**config.mk**
```make
export PLATFORM = sky130hd
export DESIGN_NAME = flop_acc
export DESIGN_NICKNAME = d
export VERILOG_FILES = /design/src/rtl/flop_pkg.sv /design/src/rtl/flop_lzc.sv /design/src/rtl/flop_acc.sv
export SDC_FILE = /design/constraint.sdc
export NUM_CORES = 1
export LEC_CHECK = 0
export CORE_UTILIZATION = 55
export DETAILED_ROUTE_END_ITERATION = 16
export GPL_ROUTABILITY_DRIVEN = 0
export PLACE_DENSITY_LB_ADDON = 0.25
export SLEW_MARGIN = 40
export SYNTH_ARGS = -nofsm -noshare
export SYNTH_HDL_FRONTEND = slang
export SYNTH_SLANG_ARGS = --single-unit
```
**constraint.sdc**
```tcl
create_clock -name clk -period 12.3 [get_ports clk]
set_input_delay 2.46 -clock clk [delete_from_list [all_inputs] [get_ports clk]]
set_output_delay 2.46 -clock clk [all_outputs]
set_load 0.03 [all_outputs]
```
**src/rtl/flop_pkg.sv**
```systemverilog
// flop_pkg: shared FP16 accumulate types
// Operand layout, widths and FSM encoding
package flop_pkg;

  localparam int EXP_W = 5;
  localparam int MAN_W = 10;
  localparam int GRD_W = 3;
  localparam int BIAS  = 15;

  localparam logic [14:0] MAX_MAG = 15'h7FFF;

  typedef enum logic [1:0] {
    IDLE,
    ALIGN,
    ADD,
    NORM
  } state_t;

  typedef struct packed {
    logic             sign;
    logic [EXP_W-1:0] exp;
    logic [MAN_W-1:0] man;
  } operand_t;

endpackage

```
**src/rtl/flop_lzc.sv**
```systemverilog
// flop_lzc: leading-zero counter
// All-zero input reports W
module flop_lzc #(
  parameter int W  = 14,
  parameter int CW = 4
) (
  input  logic [W-1:0]  din,
  output logic [CW-1:0] cnt
);

  // highest set bit wins; scanning upward lets it overwrite
  always_comb begin
    cnt = CW'(W);
    for (int i = 0; i < W; i++) begin
      if (din[i]) cnt = CW'(W - 1 - i);
    end
  end

endmodule

```
**src/rtl/flop_acc.sv**
```systemverilog
// flop_acc: sequential FP16 accumulator
// align / add / normalize, truncating
module flop_acc #(
  parameter int EXP_W = flop_pkg::EXP_W,
  parameter int MAN_W = flop_pkg::MAN_W,
  parameter int GRD_W = flop_pkg::GRD_W
) (
  input  logic                   clk,
  input  logic                   rst,
  input  logic                   acc_clr,
  input  logic                   in_valid,
  output logic                   in_ready,
  input  logic                   in_sign,
  input  logic [EXP_W-1:0]       in_exp,
  input  logic [MAN_W-1:0]       in_man,
  output logic [EXP_W+MAN_W:0]   acc_out,
  output logic                   sum_valid,
  output logic                   ovf
);

  import flop_pkg::*;

  localparam int SIG_W = MAN_W + GRD_W + 1;
  localparam int SUM_W = SIG_W + 1;
  localparam int MAG_W = EXP_W + MAN_W;
  localparam int CNT_W = $clog2(SIG_W + 1);
  localparam int XW    = EXP_W + 2;

  localparam logic signed [XW-1:0] EXP_TOP =
    XW'((1 << EXP_W) - 1);
  localparam logic signed [XW-1:0] EXP_ONE = XW'(1);

  state_t           state;
  operand_t         op_q;
  logic             big_sign_q;
  logic             sub_q;
  logic [EXP_W-1:0] big_exp_q;
  logic [SIG_W-1:0] big_sig_q;
  logic [SIG_W-1:0] sml_sig_q;
  logic [SUM_W-1:0] sum_q;

  logic             a_sign;
  logic [EXP_W-1:0] a_exp;
  logic [MAN_W-1:0] a_man;
  logic [MAG_W-1:0] a_key;
  logic [MAG_W-1:0] b_key;
  logic             b_big;

  logic             l_sign;
  logic [EXP_W-1:0] l_exp;
  logic [EXP_W-1:0] s_exp;
  logic [EXP_W-1:0] shamt;
  logic [SIG_W-1:0] l_sig;
  logic [SIG_W-1:0] s_sig;
  logic [SIG_W-1:0] s_aln;

  logic [CNT_W-1:0]       lz;
  logic [MAN_W-1:0]       n_man;
  logic signed [XW-1:0]   n_exp;

  function automatic logic [SIG_W-1:0] sig_of(
    input logic [EXP_W-1:0] e,
    input logic [MAN_W-1:0] m
  );
    return (e == '0) ? '0 : {1'b1, m, {GRD_W{1'b0}}};
  endfunction

  assign in_ready = (state == IDLE) && !acc_clr;

  assign {a_sign, a_exp, a_man} = acc_out;

  // zero compares below every normal value
  assign a_key = (a_exp == '0) ? '0 : {a_exp, a_man};
  assign b_key = (op_q.exp == '0) ? '0
               : {op_q.exp, op_q.man};
  assign b_big = b_key > a_key;

  // order by magnitude and align the smaller
  always_comb begin
    if (b_big) begin
      l_sign = op_q.sign;
      l_exp  = op_q.exp;
      l_sig  = sig_of(op_q.exp, op_q.man);
      s_exp  = a_exp;
      s_sig  = sig_of(a_exp, a_man);
    end else begin
      l_sign = a_sign;
      l_exp  = a_exp;
      l_sig  = sig_of(a_exp, a_man);
      s_exp  = op_q.exp;
      s_sig  = sig_of(op_q.exp, op_q.man);
    end
    shamt = l_exp - s_exp;
    s_aln = (int'(shamt) >= SIG_W) ? '0
          : s_sig >> shamt;
  end

  flop_lzc #(
    .W  (SIG_W),
    .CW (CNT_W)
  ) u_lzc (
    .din (sum_q[SIG_W-1:0]),
    .cnt (lz)
  );

  // renormalise; the fraction drops hidden and guard bits
  always_comb begin
    if (sum_q[SUM_W-1]) begin
      n_man = MAN_W'(sum_q >> (GRD_W + 1));
      n_exp = XW'(big_exp_q) + EXP_ONE;
    end else begin
      n_man = MAN_W'((sum_q[SIG_W-1:0] << lz) >> GRD_W);
      n_exp = XW'(big_exp_q) - XW'(lz);
    end
  end

  // control FSM plus datapath registers
  always_ff @(posedge clk) begin
    if (rst) begin
      state      <= IDLE;
      acc_out    <= '0;
      sum_valid  <= 1'b0;
      ovf        <= 1'b0;
      op_q       <= '0;
      big_sign_q <= 1'b0;
      sub_q      <= 1'b0;
      big_exp_q  <= '0;
      big_sig_q  <= '0;
      sml_sig_q  <= '0;
      sum_q      <= '0;
    end else begin
      sum_valid <= 1'b0;
      if (acc_clr) begin
        state   <= IDLE;
        acc_out <= '0;
        ovf     <= 1'b0;
      end else begin
        unique case (state)
          IDLE: begin
            if (in_valid) begin
              op_q  <= '{sign: in_sign,
                         exp:  in_exp,
                         man:  in_man};
              state <= ALIGN;
            end
          end
          ALIGN: begin
            big_sign_q <= l_sign;
            big_exp_q  <= l_exp;
            big_sig_q  <= l_sig;
            sml_sig_q  <= s_aln;
            sub_q      <= op_q.sign ^ a_sign;
            state      <= ADD;
          end
          ADD: begin
            sum_q <= sub_q
              ? {1'b0, big_sig_q} - {1'b0, sml_sig_q}
              : {1'b0, big_sig_q} + {1'b0, sml_sig_q};
            state <= NORM;
          end
          NORM: begin
            state     <= IDLE;
            sum_valid <= 1'b1;
            if (sum_q == '0) begin
              acc_out <= '0;
            end else if (n_exp > EXP_TOP) begin
              acc_out <= {big_sign_q, MAX_MAG};
              ovf     <= 1'b1;
            end else if (n_exp < EXP_ONE) begin
              acc_out <= '0;
            end else begin
              acc_out <= {big_sign_q,
                          n_exp[EXP_W-1:0],
                          n_man};
            end
          end
          default: state <= IDLE;
        endcase
      end
    end
  end

endmodule

```
# [Yosys cells after proc, flatten, opt, wreduce, memory -nomap -nowiden]
# Index checks and enable logic that the tools add are counted.
[op_classes] shifts=2 bitwise_logic=3 reduce_logical=11 eq_ne=4 div=0 multipliers=0 mux=33 order_cmp=4 n_addsub=5
[op_table] operator="14-bit 2-to-1 mux" n=5
[op_table] operator="16-bit 2-to-1 mux" n=3
[op_table] operator="15-bit 2-to-1 mux" n=3
[op_table] operator="4-bit 2-to-1 mux" n=8
[op_table] operator="14-bit by 14-bit adder with 15-bit output" n=1
[op_table] operator="15-bit > comparator" n=1
[op_table] operator="15-bit logical NOT" n=1
[op_table] operator="14-bit by 14-bit subtractor with 15-bit output" n=1
[op_table] operator="14-bit by 4-bit << shifter with 13-bit output" n=1
[op_table] operator="14-bit by 5-bit >> shifter with 14-bit output" n=1
[op_table] operator="3-bit 2-to-1 mux" n=4
[op_table] operator="5-bit logical NOT" n=2
[op_table] operator="10-bit 2-to-1 mux" n=1
[op_table] operator="5-bit 2-to-1 mux" n=2
[op_table] operator="2-bit case mux with 4 select lines" n=1
[op_table] operator="7-bit by 6-bit > comparator with 1-bit output, second input constant" n=1
[op_table] operator="7-bit by 2-bit < comparator with 1-bit output, second input constant" n=1
[op_table] operator="7-bit 2-to-1 mux" n=1
[op_table] operator="5-bit by 1-bit adder with 6-bit output, second input constant" n=1
[op_table] operator="2-bit 2-to-1 mux" n=3
[op_table] operator="3-bit AND reduction" n=2
[op_table] operator="5-bit by 4-bit subtractor with 6-bit output" n=1
[op_table] operator="5-bit by 4-bit >= comparator with 1-bit output, second input constant" n=1
[op_table] operator="5-bit subtractor" n=1
[op_table] operator="other kinds (11)" n=15
[word_totals] reg_bits=86 ramBits=0 mem_count=0 latch_bits=0 input_bits=20 romBits=0

# [Logic depth before layout (Yosys ltp)]
# Gate-level depths: netlist of the first run.
[depth] depth_word=20 depth_mapped=25

# [Modules after synthesis]
# Synthesis of the first run repeated with hierarchy kept, for this count alone.
[unflattened] hier_cells=849 area_unflattened_um2=6391.1
[by_module_without_submodules] mod="flop_acc" cells_each=824 area_per_inst_um2=6244.7 n_inst=1
[by_module_without_submodules] mod="flop_lzc" cells_each=25 area_per_inst_um2=146.4 n_inst=1

# [Worst setup path after synthesis of the first run]
# No wires, ideal clock.
[synth_path] path_type="input to output" from="input acc_clr" to="output in_ready" setup_slack_ns=6.898 stages=1 arrival_ns=2.942 required_time_ns=9.840 cell_sequence="nor2b_1"
[synth_between] elab_chain_cells=2
[synth_rtl] element="start, declared" line="flop_acc.sv:10" text="input logic acc_clr,"
[synth_rtl] element="1-bit logical NOT" line="flop_acc.sv:68" text="assign in_ready = (state == IDLE) && !acc_clr;"
[synth_rtl] element="1-bit logical AND" line="flop_acc.sv:68"
[synth_rtl] element="end, declared" line="flop_acc.sv:12" text="output logic in_ready,"
# Every way passes these cells.

# [Final worst setup path of the first run]
# Same ends and word-level chain as after synthesis.

==> reports/metrics.yaml, run 1 <==
antenna_found_initial: 0
clk_pin_slew_ns: 0.06
overflow: 0
p_int_mw: 0.539
boundaryPins: 39
setup_violations: 0
ys_seq_elements: 83
die_h_um: 110
slew_viol_final: 0
dr.pass1.iters: 5
wl_per_cell_um: 17.7
antenna_cells: 0
status: "completed"
root_buffer: "clkbuf_16"
cts_tree: "done"
clock-sinks: 83
synthXorXnorAreaFrac: 0.0527
clock_path_buffers: 2
drt_iter0_drc: 609
postCtsSetupRepairBufs: 0
min_from: "big_sig_q[13]"
timing.final.ws_setup_ns: 5.70
period_needed_ns: 6.60
swShare: 0.320
synth.distinct_cells: 72
async_flop_share: 0
cp-end-kind: "output port"
cts_resized: 0
maxCapViolCount: 0
final_common_cell: "nand2_1"
grt_pass1_wl_um: 28300
finalPower_mw: 0.792
worst_pin_slew_ns: 0.781
r2r_slack_ns: 6.97
worst_hold_path_type: "flop to flop"
finalCritPeriodShare: 0.536
cp_max_fo: 7
dp.cells: 1001
synth_edf_count: 0
num_vias: 6408
finalHoldViolCount: 0
ant_nets: 0
nets: 927
rsz0062_at_grt: "false"
synth_top_family_by_area: "compound AO/OA/AOI/OAI gates"
grtUsageTotal: 0.302
layout_common_cells: "131 x nand2_1, 100 x a21oi_1, 87 x nor2_1"
ys_seq_area_frac: 0.257
p_sw_mw: 0.253
avgViaCountPerCell: 6.30
slew_headroom: 0.466
p_per_area_nw_per_um2: 110
worst_ep_required_time_ns: 9.84
final_cells: 1017
chipWidth_um: 110
area_delta_synth_final_pct: 11.1
syn_area_um2: 6460
power_frac_seq: 0.359
synth-compound-area-share: 0.244
cp_slowest_stage_delay_ns: 0.75
holdPathEnd: "big_sig_q[13]"
drc_errors: 0
fin_skew_ns: 0.00872
max_freq_mhz: 152
p_clk_frac: 0.377
dieArea_um2: 12200
yosys.area_share.simple: 0.240
synth.net_count: 930
muxShareOfSynthArea: 0.0788
comb_power_share: 0.264
rows: 39
crit_type: "input pin to output port"
core-area_um2: 11400
ys_warn_count: 0
synthCells: 872
clock_latency_ns: 0.35
grt_pass1_vias: 5857
fin_tns_setup_ns: 0
ir_drop_v: 0.0000602
grt_max_degree: 60
p_leak_nw: 2.66
wl_um: 18000
holdPathStages: 2
timing.rr.start: "acc_out[13]"
cts_hold_buf: 0
h-tree-depth: 3
synthFlopType: "dfxtp_1"
crit_slowest_cell: "clkdlybuf4s50_1"
crit_top_cell: "clkdlybuf4s50_1"
preCtsSetupSlack_ns: 5.77
worstPathCellList: "clkdlybuf4s50_1 -> nor2b_1 -> clkdlybuf4s50_1"
synth_area_per_cell_um2: 7.41
io_buffers: 38
crit_arrival_ns: 4.14
drive_above_1_share: 0.0595
synthAdderAreaFrac: 0.0747
cts_made_buffers: 9
startpoint_type: "input pin"
dp_hpwl_um: 13400
start_util: 0.566
regToRegEndpoint: "sml_sig_q[1]"
final_util: 0.629
worstRegToRegCells: 20
## registers in the layout, summed over array words and instances (netlist names)
name and count:
acc_out 16, op_q 16, sum_q 15, sml_sig_q 14, big_sig_q 11, big_exp_q 5
state 2, big_sign_q 1, ovf 1, sub_q 1, sum_valid 1
## layout make-up
cell class / count / area, µm²
multi-input combinational: 705 / 4490
fill: 1012 / 4240
sequential: 83 / 1660
timing repair buffer: 46 / 435
clock buffer: 9 / 225
tap: 143 / 179
clock inverter: 7 / 100
inverter: 24 / 90.1
## cell usage after synthesis, types with 3 or more instances
cell type	n	area, µm²
a21oi_1	101	505
buf_1	4	15.0
a221oi_1	7	61.3
dfxtp_1	83	1660
xor2_1	9	78.8
or2_2	3	18.8
or4_1	4	30.0
nor4_1	8	50.1
a21o_1	11	82.6
a31oi_1	7	43.8
o211ai_1	14	105
mux2_2	7	78.8
inv_1	24	90.1
o22ai_1	4	25.0
and2_1	14	87.6
a211oi_1	24	180
nand2_1	131	492
a32o_1	3	30.0
nor3_1	22	110
ha_1	37	463
a211o_1	3	26.3
nor2_1	89	334
nand3_1	11	55.1
nand4_1	5	31.3
o21ai_0	31	155
a2111oi_0	3	26.3
buf_2	5	25.0
o221ai_1	3	26.3
nor4b_1	4	35.0
mux2i_1	43	430
o31ai_1	7	52.6
nor2b_1	13	81.3
xnor2_1	28	245
o2111ai_1	3	26.3
clkbuf_1	48	180
nand2b_1	13	81.3
## critical path, delay by kind of cell
family                 cells  cell delay (ns)
buffers and inverters      2             1.28
AND/OR/NAND/NOR            1             0.39
## cell families after synthesis
group | count (synthesis)
AO/OA/AOI/OAI | 246
flip-flops | 83
multiplexers | 50
XOR/XNOR | 38
adder cells (fa/ha/maj) | 38
AND/OR/NAND/NOR | 333
buffers and inverters | 84
## power by group through the flow
stage	clock network (mW)	registers, mW	logic [mW]
2_1_floorplan	0	0.285	0.165
3_3_place_gp	0	0.290	0.197
3_5_place_dp	0	0.290	0.204
4_1_cts	0.298	0.284	0.206
5_1_grt	0.310	0.285	0.228
6_report	0.298	0.285	0.209
## metrics by stage
step	hold WS (ns)	instance area (µm²)
5_1_grt	0.498	7180
3_5_place_dp	0.459	6850
2_1_floorplan	0.436	6460
3_3_place_gp	0.453	6840
6_report	0.467	7180
4_1_cts	0.466	7180
## how the worst max path moves through the flow
| stage | startpoint | end | slack (ns) |
|---|---|---|---|
| floorplan | acc_clr | in_ready | 6.90 |
| global placement | acc_clr | in_ready | 5.80 |
| detailed placement | acc_clr | in_ready | 5.77 |
| CTS | acc_clr | in_ready | 5.75 |
| global route | acc_clr | in_ready | 5.68 |
| finish | acc_clr | in_ready | 5.70 |
## layer usage
layer  share of wire  track usage  vias to the layer above
met4           0.035        0.133                        0
met3           0.076       0.0564                       60
met5               0            0                        -
li1                -            -                     3118
met1            0.42        0.382                     2966
met2            0.47        0.499                      264
No activity file was read; power rests on OpenSTA's default activity.
==> inputs of run 2 (changes only) <==
==> constraint.sdc (replaced) <==
create_clock -name clk -period 6.1 [get_ports clk]
set_input_delay 1.22 -clock clk [delete_from_list [all_inputs] [get_ports clk]]
set_output_delay 1.22 -clock clk [all_outputs]
set_load 0.03 [all_outputs]
==> run 2 against run 1 <==
Worst setup slack got worse by 5.2 ns. Register-to-register slack worse by 6.4 ns. Power is 99% higher. Sequential power rose by 100%. Combinational power increased by 100%. Non-clock buffer count unchanged. Cell count fell by 0.20%. Core utilization down 0.18 points. Sequential share of layout area grew 0.065 points. Cell area fell by 0.28%. Clock-buffer cell count up 2. Largest power group unchanged.
==> reports/metrics.yaml, run 2 (synthesis gave the netlist of run 1 again) <==
status: "completed"
reg_top3: "acc_out x16, op_q x16, sum_q x15"
p_sw_mw: 0.497  # +96%
num_vias: 6513  # +1.6%
slew_viol_final: 0  # unchanged
grt_pass1_wl_um: 29700  # +4.8%
grt_max_degree: 60  # unchanged
fin_skew_ns: 0.00654  # -0.00218 ns
start_util: 0.566  # unchanged
crit_arrival_ns: 5.84  # +1.70 ns
core-area_um2: 11400  # unchanged
placed_area_um2: 6850  # unchanged
wl_um: 18400  # +2.5%
setup_violations: 0  # unchanged
area_delta_synth_final_pct: 10.8
root_buffer: "clkbuf_16"
drive_above_1_share: 0.0562  # -0.00330
clk_pin_slew_ns: 0.06  # about the same
antenna_cells: 0  # unchanged
period_needed_ns: 5.58
nets: 927  # unchanged
swShare: 0.315  # -0.00478
grtUsageTotal: 0.320  # +0.0180
chipWidth_um: 110  # unchanged
dp_hpwl_um: 13700  # +1.9%
wl_per_cell_um: 18.2  # +2.7%
worst_hold_path_type: "flop to flop"
crit_type: "flop to flop"
cts_hold_buf: 0  # unchanged
worst_pin_slew_ns: 0.763  # -0.0185 ns
ant_nets: 0  # unchanged
fin_tns_setup_ns: 0  # unchanged
power_frac_seq: 0.364  # +0.005
final_cells: 1015  # -0.20%
p_per_area_nw_per_um2: 220  # +99%
startpoint_type: "flop"
postCtsSetupRepairBufs: 0  # unchanged
h-tree-depth: 3  # unchanged
avgViaCountPerCell: 6.42  # +1.8%
drc_errors: 0  # unchanged
cts_made_buffers: 9  # unchanged
slew_headroom: 0.490  # +0.0239
dr.pass1.iters: 5  # unchanged
nFillCells: 1009  # -0.30%
p_leak_nw: 2.66  # about the same
timing.final.ws_setup_ns: 0.523  # -5.18 ns
io_buffers: 38  # unchanged
finalPower_mw: 1.58  # +99%
finalHoldViolCount: 0  # unchanged
clock_path_buffers: 2  # unchanged
cp_max_fo: 37  # +30
rows: 39  # unchanged
cts_tree: "done"
r2r_slack_ns: 0.52  # -6.45 ns
clock_latency_ns: 0.35  # about the same
boundaryPins: 39  # unchanged
preCtsSetupSlack_ns: 0.735  # -5.04 ns
cts_resized: 0  # unchanged
final_util: 0.627  # -0.00175
holdWs_ns: 0.463  # -0.00327 ns
p_clk_frac: 0.366  # -0.011
cp-end-kind: "flop"
dp.cells: 1001  # unchanged
overflow: 0  # unchanged
clock-sinks: 83  # unchanged
finalCritPeriodShare: 0.914
maxCapViolCount: 0  # unchanged
final_common_cell: "nand2_1"
grt_pass1_vias: 5955  # +1.7%
p_int_mw: 1.08  # +100%
finalInstanceArea_um2: 7160  # -0.28%
layout_common_cells: "131 x nand2_1, 100 x a21oi_1, 87 x nor2_1"
rsz0062_at_grt: "false"
ir_drop_v: 0.000122  # +100%
die_h_um: 110  # unchanged
dieArea_um2: 12200  # unchanged
comb_power_share: 0.270  # +0.006
drt_iter0_drc: 740  # +22%
antenna_found_initial: 0  # unchanged
worst_ep_required_time_ns: 6.36  # -3.48 ns
max_freq_mhz: 179
## run 2: power by group through the flow
stage	clock (mW)	combinational, mW	sequential [mW]
2_1_floorplan	0	0.333	0.575
3_3_place_gp	0	0.398	0.584
3_5_place_dp	0	0.413	0.585
4_1_cts	0.579	0.416	0.573
5_1_grt	0.608	0.461	0.575
6_report	0.577	0.425	0.573
## run 2: layout make-up
cell class | instances | area, µm² | share of cell area
Sequential cell | 83 | 1660 | 0.232
Inverter | 24 | 90.1 | 0.0126
Multi-Input combinational cell | 705 | 4500 | 0.628
Tap cell | 143 | 179 | 0.0250
Clock inverter | 3 | 65.1 | 0.00909
Clock buffer | 11 | 233 | 0.0325
Timing Repair Buffer | 46 | 435 | 0.0608
## run 2: per-layer routing
layer  part of all wire  GRT usage
met5                  0          0
met4              0.027      0.118
met3              0.082     0.0729
met2               0.47      0.529
met1               0.42      0.405
## run 2: critical path, cell delays in order (launching register included)
cell      delay [ns]
dfxtp_1         0.41
or4_1           0.59
nand2b_1        0.36
nand2_1         0.21
inv_1           0.09
ha_1            0.18
nand2b_1        0.14
a21oi_1         0.22
o221ai_2        0.25
a21oi_2         0.23
buf_4           0.37
a21oi_1         0.13
ha_1            0.24
a21oi_1         0.14
o31ai_1         0.09
a311oi_1        0.28
xor2_1          0.47
buf_4           0.31
nor3_1          0.07
or4_4           0.46
o31ai_1         0.25
## run 2: path summary, 6_finish.rpt
check,from,to,cells after the start
max,acc_out[13],sml_sig_q[1],20
min,big_sig_q[13],big_sig_q[13],2
max reg2reg,acc_out[13],sml_sig_q[1],20
min reg2reg,big_sig_q[13],big_sig_q[13],2
==> inputs of run 3 (changes only) <==
--- a/config.mk
+++ b/config.mk
@@ -9,7 +9,9 @@
 export DETAILED_ROUTE_END_ITERATION = 16
 export GPL_ROUTABILITY_DRIVEN = 0
 export PLACE_DENSITY_LB_ADDON = 0.25
+export RECOVER_POWER = 100
 export SLEW_MARGIN = 40
 export SYNTH_ARGS = -nofsm -noshare
 export SYNTH_HDL_FRONTEND = slang
 export SYNTH_SLANG_ARGS = --single-unit
+export TNS_END_PERCENT = 10
==> run 3 against run 2 <==
Global-route usage unchanged. Wire length increased by 0.20%. First-iteration DRC count increased by 3.4%. Cell area decreased by 0.24%. Critical path type unchanged. Largest cell class unchanged. Largest power group unchanged. Highest routed layer unchanged.
==> reports/metrics.yaml, run 3 (synthesis gave the netlist of run 1 again) <==
start_util: 0.566  # unchanged
finalHoldViolCount: 0  # unchanged
clk_pin_slew_ns: 0.06  # about the same
rsz0062_at_grt: "false"
grt_pass1_wl_um: 29700  # unchanged
rows: 39  # unchanged
ir_drop_v: 0.000122  # about the same
avgViaCountPerCell: 6.41  # -0.14%
dp.cells: 1001  # unchanged
h-tree-depth: 3  # unchanged
finalCritPeriodShare: 0.929  # +0.0142
worst_pin_slew_ns: 1.25  # +0.490 ns
cts_made_buffers: 9  # unchanged
num_vias: 6504  # -0.14%
core-area_um2: 11400  # unchanged
worst_ep_required_time_ns: 6.36  # about the same
crit_type: "flop to flop"
chipWidth_um: 110  # unchanged
cts_tree: "done"
finalPower_mw: 1.57  # -0.13%
antenna_found_initial: 0  # unchanged
cts_hold_buf: 0  # unchanged
final_cells: 1015  # unchanged
clock_path_buffers: 2  # unchanged
grt_max_degree: 60  # unchanged
overflow: 0  # unchanged
reg_top3: "acc_out x16, op_q x16, sum_q x15"
area_delta_synth_final_pct: 10.5
ant_nets: 0  # unchanged
dieArea_um2: 12200  # unchanged
maxCapViolCount: 0  # unchanged
crit_arrival_ns: 5.92  # +0.08 ns
layout_common_cells: "131 x nand2_1, 101 x a21oi_1, 87 x nor2_1"
final_util: 0.626  # -0.00153
startpoint_type: "flop"
fin_tns_setup_ns: 0  # unchanged
placed_area_um2: 6850  # unchanged
final_common_cell: "nand2_1"
postCtsSetupRepairBufs: 0  # unchanged
cp_max_fo: 37  # unchanged
wl_um: 18500  # +0.20%
wl_per_cell_um: 18.2  # +0.20%
dp_hpwl_um: 13700  # unchanged
p_per_area_nw_per_um2: 220  # +0.11%
cp-end-kind: "flop"
slew_viol_final: 0  # unchanged
worst_hold_path_type: "flop to flop"
drc_errors: 0  # unchanged
period_needed_ns: 5.66  # +0.0868 ns
cts_resized: 0  # unchanged
clock-sinks: 83  # unchanged
setup_violations: 0  # unchanged
p_leak_nw: 2.71  # +2.1%
finalInstanceArea_um2: 7140  # -0.24%
antenna_cells: 0  # unchanged
die_h_um: 110  # unchanged
fin_skew_ns: 0.00642  # -0.000116 ns
drt_iter0_drc: 765  # +3.4%
nets: 927  # unchanged
clock_latency_ns: 0.35  # about the same
grtUsageTotal: 0.320  # unchanged
status: "completed"
slew_headroom: 0.165  # -0.325
io_buffers: 38  # unchanged
root_buffer: "clkbuf_16"
boundaryPins: 39  # unchanged
drive_above_1_share: 0.0482  # -0.00803
dr.pass1.iters: 6  # +1
max_freq_mhz: 177  # -1.5%
grt_pass1_vias: 5955  # unchanged
-- run 3: per-stage QoR --
stage	hold WS, ns	setup WS [ns]
final	0.464	0.436
after global routing	0.510	0.0874
after CTS	0.463	0.641
after global placement	0.452	0.966
after floorplan	0.436	1.14
after detailed placement	0.457	0.735
-- run 3: per-layer routing --
layer  vias up  part of all wire  track usage
met2       293              0.47        0.529
met5         -                 0            0
li1       3120                 -            -
met1      3035              0.42        0.405
met4         0             0.026        0.118
met3        56             0.083       0.0729
-- run 3: power breakdown --
| group | internal, mW | switching [mW] |
|---|---|---|
| Sequential | 0.555 | 0.0185 |
| Combinational | 0.169 | 0.255 |
| Clock | 0.354 | 0.223 |
-- run 3: path summary, 6_finish.rpt --
kind	from	to	slack, ns	depth (start not counted)
worst max-delay path	acc_out[13]	sml_sig_q[1]	0.44	20
worst max register to register	acc_out[13]	sml_sig_q[1]	0.44	20
worst min register to register	big_sig_q[13]	big_sig_q[13]	0.46	2
worst min-delay path	big_sig_q[13]	big_sig_q[13]	0.46	2
-- run 3: area by class of cell --
| class | instances | area, µm² |
|---|---|---|
| well taps | 143 | 179 |
| inverters | 24 | 90.1 |
| clock inverters | 3 | 65.1 |
| flip-flops and latches | 83 | 1660 |
| multi-input cells | 705 | 4480 |
| fillers | 1014 | 4280 |
| clock buffers | 11 | 233 |
| repair buffers | 46 | 432 |
-- run 3: critical path, cell delays in order (launching register included) --
cell	delay, ns
dfxtp_1	0.40
or4_1	0.59
nand2b_1	0.35
nand2_1	0.20
inv_1	0.09
ha_1	0.18
nand2b_1	0.14
a21oi_1	0.22
o221ai_2	0.24
a21oi_1	0.28
buf_4	0.39
a21oi_1	0.15
ha_1	0.25
a21oi_1	0.15
o31ai_1	0.09
a311oi_1	0.28
xor2_1	0.47
buf_4	0.31
nor3_1	0.07
or4_4	0.46
o31ai_1	0.25
